File: src/rtl/keymatrix_scan.sv
// keymatrix_scan: keyboard matrix front-end for the console I/O path.
// Double-flop synchronises the raw matrix plus the alpha-lock switch, debounces
// every key on a shared prescaler tick, serves the CPU column-select/row-read
// scan from the debounced state, and reports press/release changes through a
// small show-ahead event FIFO.
//
// Ports:
//   clk, reset_n          system clock, async active-low reset
//   col_sel, alpha_sel    CPU scan select (alpha_sel overrides col_sel)
//   key_raw, alpha_raw    asynchronous raw key-down inputs
//   row_n                 registered active-low row readback
//   evt_valid/evt_ready   event FIFO head handshake
//   evt_key, evt_press    head event: key index, 1 = press / 0 = release

// Per-key debounce cell: deb follows sync_in only after DEBOUNCE_TICKS
// consecutive ticks of disagreement.
module keymatrix_deb_cell #(
  parameter int DEBOUNCE_TICKS = 8
) (
  input  logic clk,
  input  logic reset_n,
  input  logic tick,
  input  logic sync_in,
  output logic deb
);
  localparam int DW = (DEBOUNCE_TICKS > 1) ? $clog2(DEBOUNCE_TICKS) : 1;

  logic [DW-1:0] cnt;

  always_ff @(posedge clk or negedge reset_n) begin
    if (!reset_n) begin
      cnt <= '0;
      deb <= 1'b0;
    end else if (tick) begin
      if (sync_in == deb) begin
        cnt <= '0;
      end else if (cnt == DW'(DEBOUNCE_TICKS - 1)) begin
        deb <= sync_in;
        cnt <= '0;
      end else begin
        cnt <= cnt + 1'b1;
      end
    end
  end
endmodule

module keymatrix_scan #(
  parameter int NCOLS          = 8,
  parameter int NROWS          = 8,
  parameter int ALPHA_ROW      = 4,
  parameter int TICK_DIV       = 1024,
  parameter int DEBOUNCE_TICKS = 8,
  parameter int FIFO_DEPTH     = 8,
  localparam int NKEYS = NCOLS * NROWS + 1,
  localparam int KW    = $clog2(NKEYS),
  localparam int CW    = $clog2(NCOLS)
) (
  input  logic                   clk,
  input  logic                   reset_n,
  input  logic [CW-1:0]          col_sel,
  input  logic                   alpha_sel,
  input  logic [NCOLS*NROWS-1:0] key_raw,
  input  logic                   alpha_raw,
  output logic [NROWS-1:0]       row_n,
  output logic                   evt_valid,
  input  logic                   evt_ready,
  output logic [KW-1:0]          evt_key,
  output logic                   evt_press
);
  localparam int PW = (TICK_DIV > 1) ? $clog2(TICK_DIV) : 1;
  localparam int AW = $clog2(FIFO_DEPTH);

  typedef struct packed {
    logic [KW-1:0] key;
    logic          press;
  } evt_t;

  // ---- synchroniser (alpha-lock rides as the top key index)
  logic [NKEYS-1:0] sync1, sync2, deb;

  always_ff @(posedge clk or negedge reset_n) begin
    if (!reset_n) begin
      sync1 <= '0;
      sync2 <= '0;
    end else begin
      sync1 <= {alpha_raw, key_raw};
      sync2 <= sync1;
    end
  end

  // ---- debounce prescaler
  logic [PW-1:0] pcnt;
  logic          tick;

  assign tick = (pcnt == PW'(TICK_DIV - 1));

  always_ff @(posedge clk or negedge reset_n) begin
    if (!reset_n) pcnt <= '0;
    else          pcnt <= tick ? '0 : pcnt + 1'b1;
  end

  keymatrix_deb_cell #(.DEBOUNCE_TICKS(DEBOUNCE_TICKS)) u_deb [NKEYS-1:0] (
    .clk     (clk),
    .reset_n (reset_n),
    .tick    (tick),
    .sync_in (sync2),
    .deb     (deb)
  );

  // ---- CPU readback
  logic [KW-1:0]    col_base;
  logic [NROWS-1:0] row_nxt;

  assign col_base = KW'(int'(col_sel) * NROWS);

  always_comb begin
    row_nxt = '1;
    if (alpha_sel)                   row_nxt[ALPHA_ROW] = ~deb[NKEYS-1];
    else if (int'(col_sel) < NCOLS)  row_nxt = ~NROWS'(deb >> col_base);
  end

  always_ff @(posedge clk or negedge reset_n) begin
    if (!reset_n) row_n <= '1;
    else          row_n <= row_nxt;
  end

  // ---- event scanner + FIFO
  logic [KW-1:0]    p;
  logic [NKEYS-1:0] reported;
  logic [AW:0]      wptr, rptr;
  evt_t [FIFO_DEPTH-1:0] mem;
  logic             full, empty, push, pop;

  assign empty = (wptr == rptr);
  assign full  = (wptr[AW] != rptr[AW]) && (wptr[AW-1:0] == rptr[AW-1:0]);
  // A key blocked by a full FIFO keeps its reported bit, so it is simply
  // picked up again on a later lap of the pointer.
  assign push  = (deb[p] != reported[p]) && !full;
  assign pop   = !empty && evt_ready;

  assign evt_valid = !empty;
  assign evt_key   = mem[rptr[AW-1:0]].key;
  assign evt_press = mem[rptr[AW-1:0]].press;

  always_ff @(posedge clk or negedge reset_n) begin
    if (!reset_n) begin
      p        <= '0;
      reported <= '0;
      wptr     <= '0;
      rptr     <= '0;
      mem      <= '0;
    end else begin
      p <= (p == KW'(NKEYS - 1)) ? '0 : p + 1'b1;
      if (push) begin
        mem[wptr[AW-1:0]] <= '{key: p, press: deb[p]};
        wptr              <= wptr + 1'b1;
        reported[p]       <= deb[p];
      end
      if (pop) rptr <= rptr + 1'b1;
    end
  end
endmodule

File: config.mk
export PLATFORM = sky130hd
export DESIGN_NAME = keymatrix_scan
export DESIGN_NICKNAME = d
export VERILOG_FILES = /design/src/rtl/keymatrix_scan.sv
export SDC_FILE = /design/constraint.sdc
export NUM_CORES = 1
export LEC_CHECK = 0
export ABC_AREA = 1
export CORE_MARGIN = 3
export CORE_UTILIZATION = 47
export CTS_CLUSTER_DIAMETER = 120
export CTS_CLUSTER_SIZE = 16
export DETAILED_ROUTE_END_ITERATION = 12
export RECOVER_POWER = 25
export SLEW_MARGIN = 20
export SYNTH_ARGS = -nofsm -noshare
export SYNTH_HDL_FRONTEND = slang
export SYNTH_SLANG_ARGS = --single-unit
File: constraint.sdc
create_clock -name clk -period 4.34 [get_ports clk]
set_input_delay 0.434 -clock clk [delete_from_list [all_inputs] [get_ports clk]]
set_output_delay 0.434 -clock clk [all_outputs]
set_load 0.01 [all_outputs]
==> impl_metrics.json <==
{
  "result_of_the_run": "finished, violations left",
  "failing_checks": "capacitance limit, slew limit",
  "area.growth.synth_to_final_pct": 10.3,
  "ios": 89,
  "startpoint_type": "flip-flop",
  "switchingPower_mw": 2.55,
  "floorplan.rows": 85,
  "worst-path-max-fanout": 35,
  "global_route.usage.total_pct": 21.7,
  "dpl_cell_area_um2": 27700,
  "clock_latency_ns": 0.57,
  "syn-mean-instance-area_um2": 8.47,
  "setup.worst_path.class": "flip-flop to output pin",
  "yosysWarningCount": 0,
  "unrepaired_setup_endpoints_after_global_routing": "no",
  "postRouteWirelength_mm": 63.9,
  "hold_start": "sync1[9]",
  "timing.final.setup_violations": 0,
  "gp_congestion": 0.891,
  "max_freq_mhz": 273,
  "worst_path_largest_cell_delay_ns": 0.67,
  "design.core.area_um2": 54300,
  "grt_max_degree": 198,
  "first_iter_violations": 1838,
  "drt_via_density": 5.38,
  "max_cap_viol_count": 1,
  "initial_utilization_pct": 48.0,
  "leakagePower_nw": 14.0,
  "via_count": 20800,
  "post_synth_inst_count": 3080,
  "insertedDiodeCount": 0,
  "synth.yosys.seq_area_share_pct": 53.0,
  "critical_path_buf_inv_count": 3,
  "number_of_global_route_vias_before_repair": 19700,
  "vdd_ir_max_v": 0.000280,
  "finalMaxSlewViolations": 95,
  "final_layout_size_suffix_gt1_share_pct": 3.40,
  "final_min_period_over_clock_period_pct": 84.3,
  "timing_worst_slew_pin_value_ns": 2.68,
  "grt_overflow": 0,
  "antenna_found_initial": 0,
  "drt_pass1_iterations": 5,
  "clock_tree_from_tritoncts": "done",
  "combinational_cell_fraction_of_total_power_pct": 11.1,
  "fp.dieH_um": 242,
  "die_area_um2": 58400,
  "synth-seq-cells": 552,
  "power_switching_share_pct": 25.8,
  "netlist_top_cells_area": "sky130_fd_sc_hd__dfrtp_1, sky130_fd_sc_hd__nand2_1, sky130_fd_sc_hd__ha_1, sky130_fd_sc_hd__o21ai_0, sky130_fd_sc_hd__inv_1",
  "synth_largest_type_area_fraction_pct": 52.2,
  "dp_hpwl_mm": 42.2,
  "critical_path.startpoint": "rptr[0]",
  "port-buffer-count": 88,
  "power_frac_seq_pct": 53.5,
  "postSynthNetCount": 3287,
  "grt_pass1_wl_mm": 104,
  "cts_buffers": 40,
  "htree_levels": 2,
  "detail_route.drc_violations": 0,
  "nFillCells": 4992,
  "synth_top_area_cell": "sky130_fd_sc_hd__dfrtp_1",
  "cp.arrival_ns": 3.23,
  "min_period_ns": 3.66,
  "post_drt_wl_per_cell_um": 16.5,
  "power_report.internal_total_mw": 7.35,
  "cp_cell_sequence": "buf_4 -> inv_1 -> o21ai_0 -> o22ai_1 -> nor2_1 -> a31oi_1 -> clkdlybuf4s50_1",
  "min-delay-path-class": "flip-flop to flip-flop",
  "crit_end_category": "output pin",
  "clkTransAtPathRegs_ns": 0.08,
  "clock_power_share_pct": 35.4,
  "clock_path_buffers": 3,
  "required_ns": 3.91,
  "hold_violations": 0,
  "worst_slew_margin_rel_pct": -78.8,
  "fp.dieW_um": 242,
  "totalNegativeSetupSlack_ns": 0,
  "final_area_um2": 28800,
  "nNetsFinal": 3312,
  "synth_area_um2": 26100,
  "ant_nets": 0,
  "path_delay_family": "buffers and inverters",
  "clk_root_buffer_cell": "sky130_fd_sc_hd__clkbuf_16",
  "whs_ns": 0.334,
  "yosysUniqueCellTypes": 34,
  "critical-path-slowest-cell": "sky130_fd_sc_hd__inv_1",
  "clock-sinks": 552,
  "power_density_nw_per_um2": 344,
  "fin_skew_ns": 0.0180,
  "timing.rr.start": "p[0]"
}
==> registers in the layout (all words and copies together), names as in the netlist <==
name,count
mem,64
p,7
pcnt,10
reported,65
row_n,8
rptr,4
sync1,65
sync2,65
u_deb.cnt,195
u_deb.deb,65
wptr,4
==> metrics by stage <==
stage	cells	setup WS (ns)	power [mW]	util, %
after floorplan	3080	2.22	5.98	-
after global placement	3801	0.997	6.50	50.9
after detailed placement	3801	0.907	6.50	50.9
after CTS	3861	0.688	10.0	52.9
after global routing	3861	0.516	10.4	52.9
final	3861	0.681	9.90	52.9
==> worst paths after layout <==
check                                      to  slack (ns)  cells past startpoint
worst max-delay path               evt_key[1]        0.68                      7
worst min-delay path                 sync2[9]        0.33                      0
worst max register to register        mem[28]        0.86                     17
worst min register to register       sync2[9]        0.33                      0
max in group asynchronous       u_deb[12].deb        1.34                      3
min in group asynchronous           sync2[20]        1.23                      2
==> routing by layer <==
metal  wire length, um  vias up  GRT usage (%)
li1                  -    10000              -
met1             29500    10100           30.9
met2             29700      543           35.4
met3              3460       86           3.20
met4              1200        0           5.25
met5                 0        -              0
==> cell type report <==
type	instances	area, um^2	share of cell area, %
sequential	552	13800	48.0
inverter	326	1230	4.26
timing repair buffer	119	1250	4.33
tap	739	925	3.21
clock inverter	2	12.5	0.0435
clock buffer	57	1090	3.77
multi-input combinational	2066	10500	36.3
==> synthesized netlist by cell type <==
master / number
sky130_fd_sc_hd__a21oi_1: 37
sky130_fd_sc_hd__nand4_1: 130
sky130_fd_sc_hd__a31oi_1: 8
sky130_fd_sc_hd__xor2_1: 12
sky130_fd_sc_hd__nor3b_1: 1
sky130_fd_sc_hd__nand3_2: 8
sky130_fd_sc_hd__inv_1: 319
sky130_fd_sc_hd__clkbuf_1: 78
sky130_fd_sc_hd__a211oi_1: 1
sky130_fd_sc_hd__buf_6: 3
sky130_fd_sc_hd__nor2_2: 2
sky130_fd_sc_hd__o21ai_0: 309
sky130_fd_sc_hd__nor3_1: 6
sky130_fd_sc_hd__clkinv_1: 3
sky130_fd_sc_hd__inv_2: 4
sky130_fd_sc_hd__buf_2: 38
sky130_fd_sc_hd__xnor2_1: 2
sky130_fd_sc_hd__o22ai_1: 8
sky130_fd_sc_hd__o31ai_1: 86
sky130_fd_sc_hd__nor4_1: 3
sky130_fd_sc_hd__dfrtp_1: 544
sky130_fd_sc_hd__buf_4: 13
sky130_fd_sc_hd__a21o_1: 1
sky130_fd_sc_hd__dfstp_2: 8
sky130_fd_sc_hd__nor2_4: 1
sky130_fd_sc_hd__or2_2: 1
sky130_fd_sc_hd__buf_1: 4
sky130_fd_sc_hd__nor4_4: 1
sky130_fd_sc_hd__ha_1: 135
sky130_fd_sc_hd__o21ai_1: 8
sky130_fd_sc_hd__nor2_1: 296
sky130_fd_sc_hd__nand2_1: 876
sky130_fd_sc_hd__nand2_2: 2
sky130_fd_sc_hd__nand3_1: 132
==> repair_timing <==
action                                 in CTS  in global routing
setup buffers                               0                  0
gates resized for setup                     0                  0
hold buffers                                1                  0
endpoints found under the hold margin      88                  0
==> layout by cell type (no fill, tap or decap), drive strengths merged, types with 12 or more instances in the layout <==
master	count
inv	323
dfrtp	544
nand2	878
a21oi	37
clkdlybuf4s50	22
dlygate4sd3	66
buf	29
nand3	140
ha	135
o21ai	317
o31ai	86
xor2	12
clkbuf	59
nor2	299
nand4	130
==> logic make-up (layout without fill, tap and decap cells) <==
group	Yosys count	after routing	share of synthesized area, %
flops	552	552	53.0
compound gates	458	458	9.71
xor+xnor	14	14	0.470
fa+ha+maj	135	135	6.47
simple gates	1459	1459	23.3
buf+inv	462	504	7.10
==> power groups by stage <==
stage / Sequential [mW] / Clock (mW) / Combinational, mW
final: 5.30 / 3.51 / 1.09
after global routing: 5.31 / 3.83 / 1.22
after CTS: 5.30 / 3.63 / 1.11
after detailed placement: 5.40 / 0 / 1.10
after global placement: 5.40 / 0 / 1.10
after floorplan: 5.36 / 0 / 0.613
Note: power is estimated with default switching activity, not from simulation.
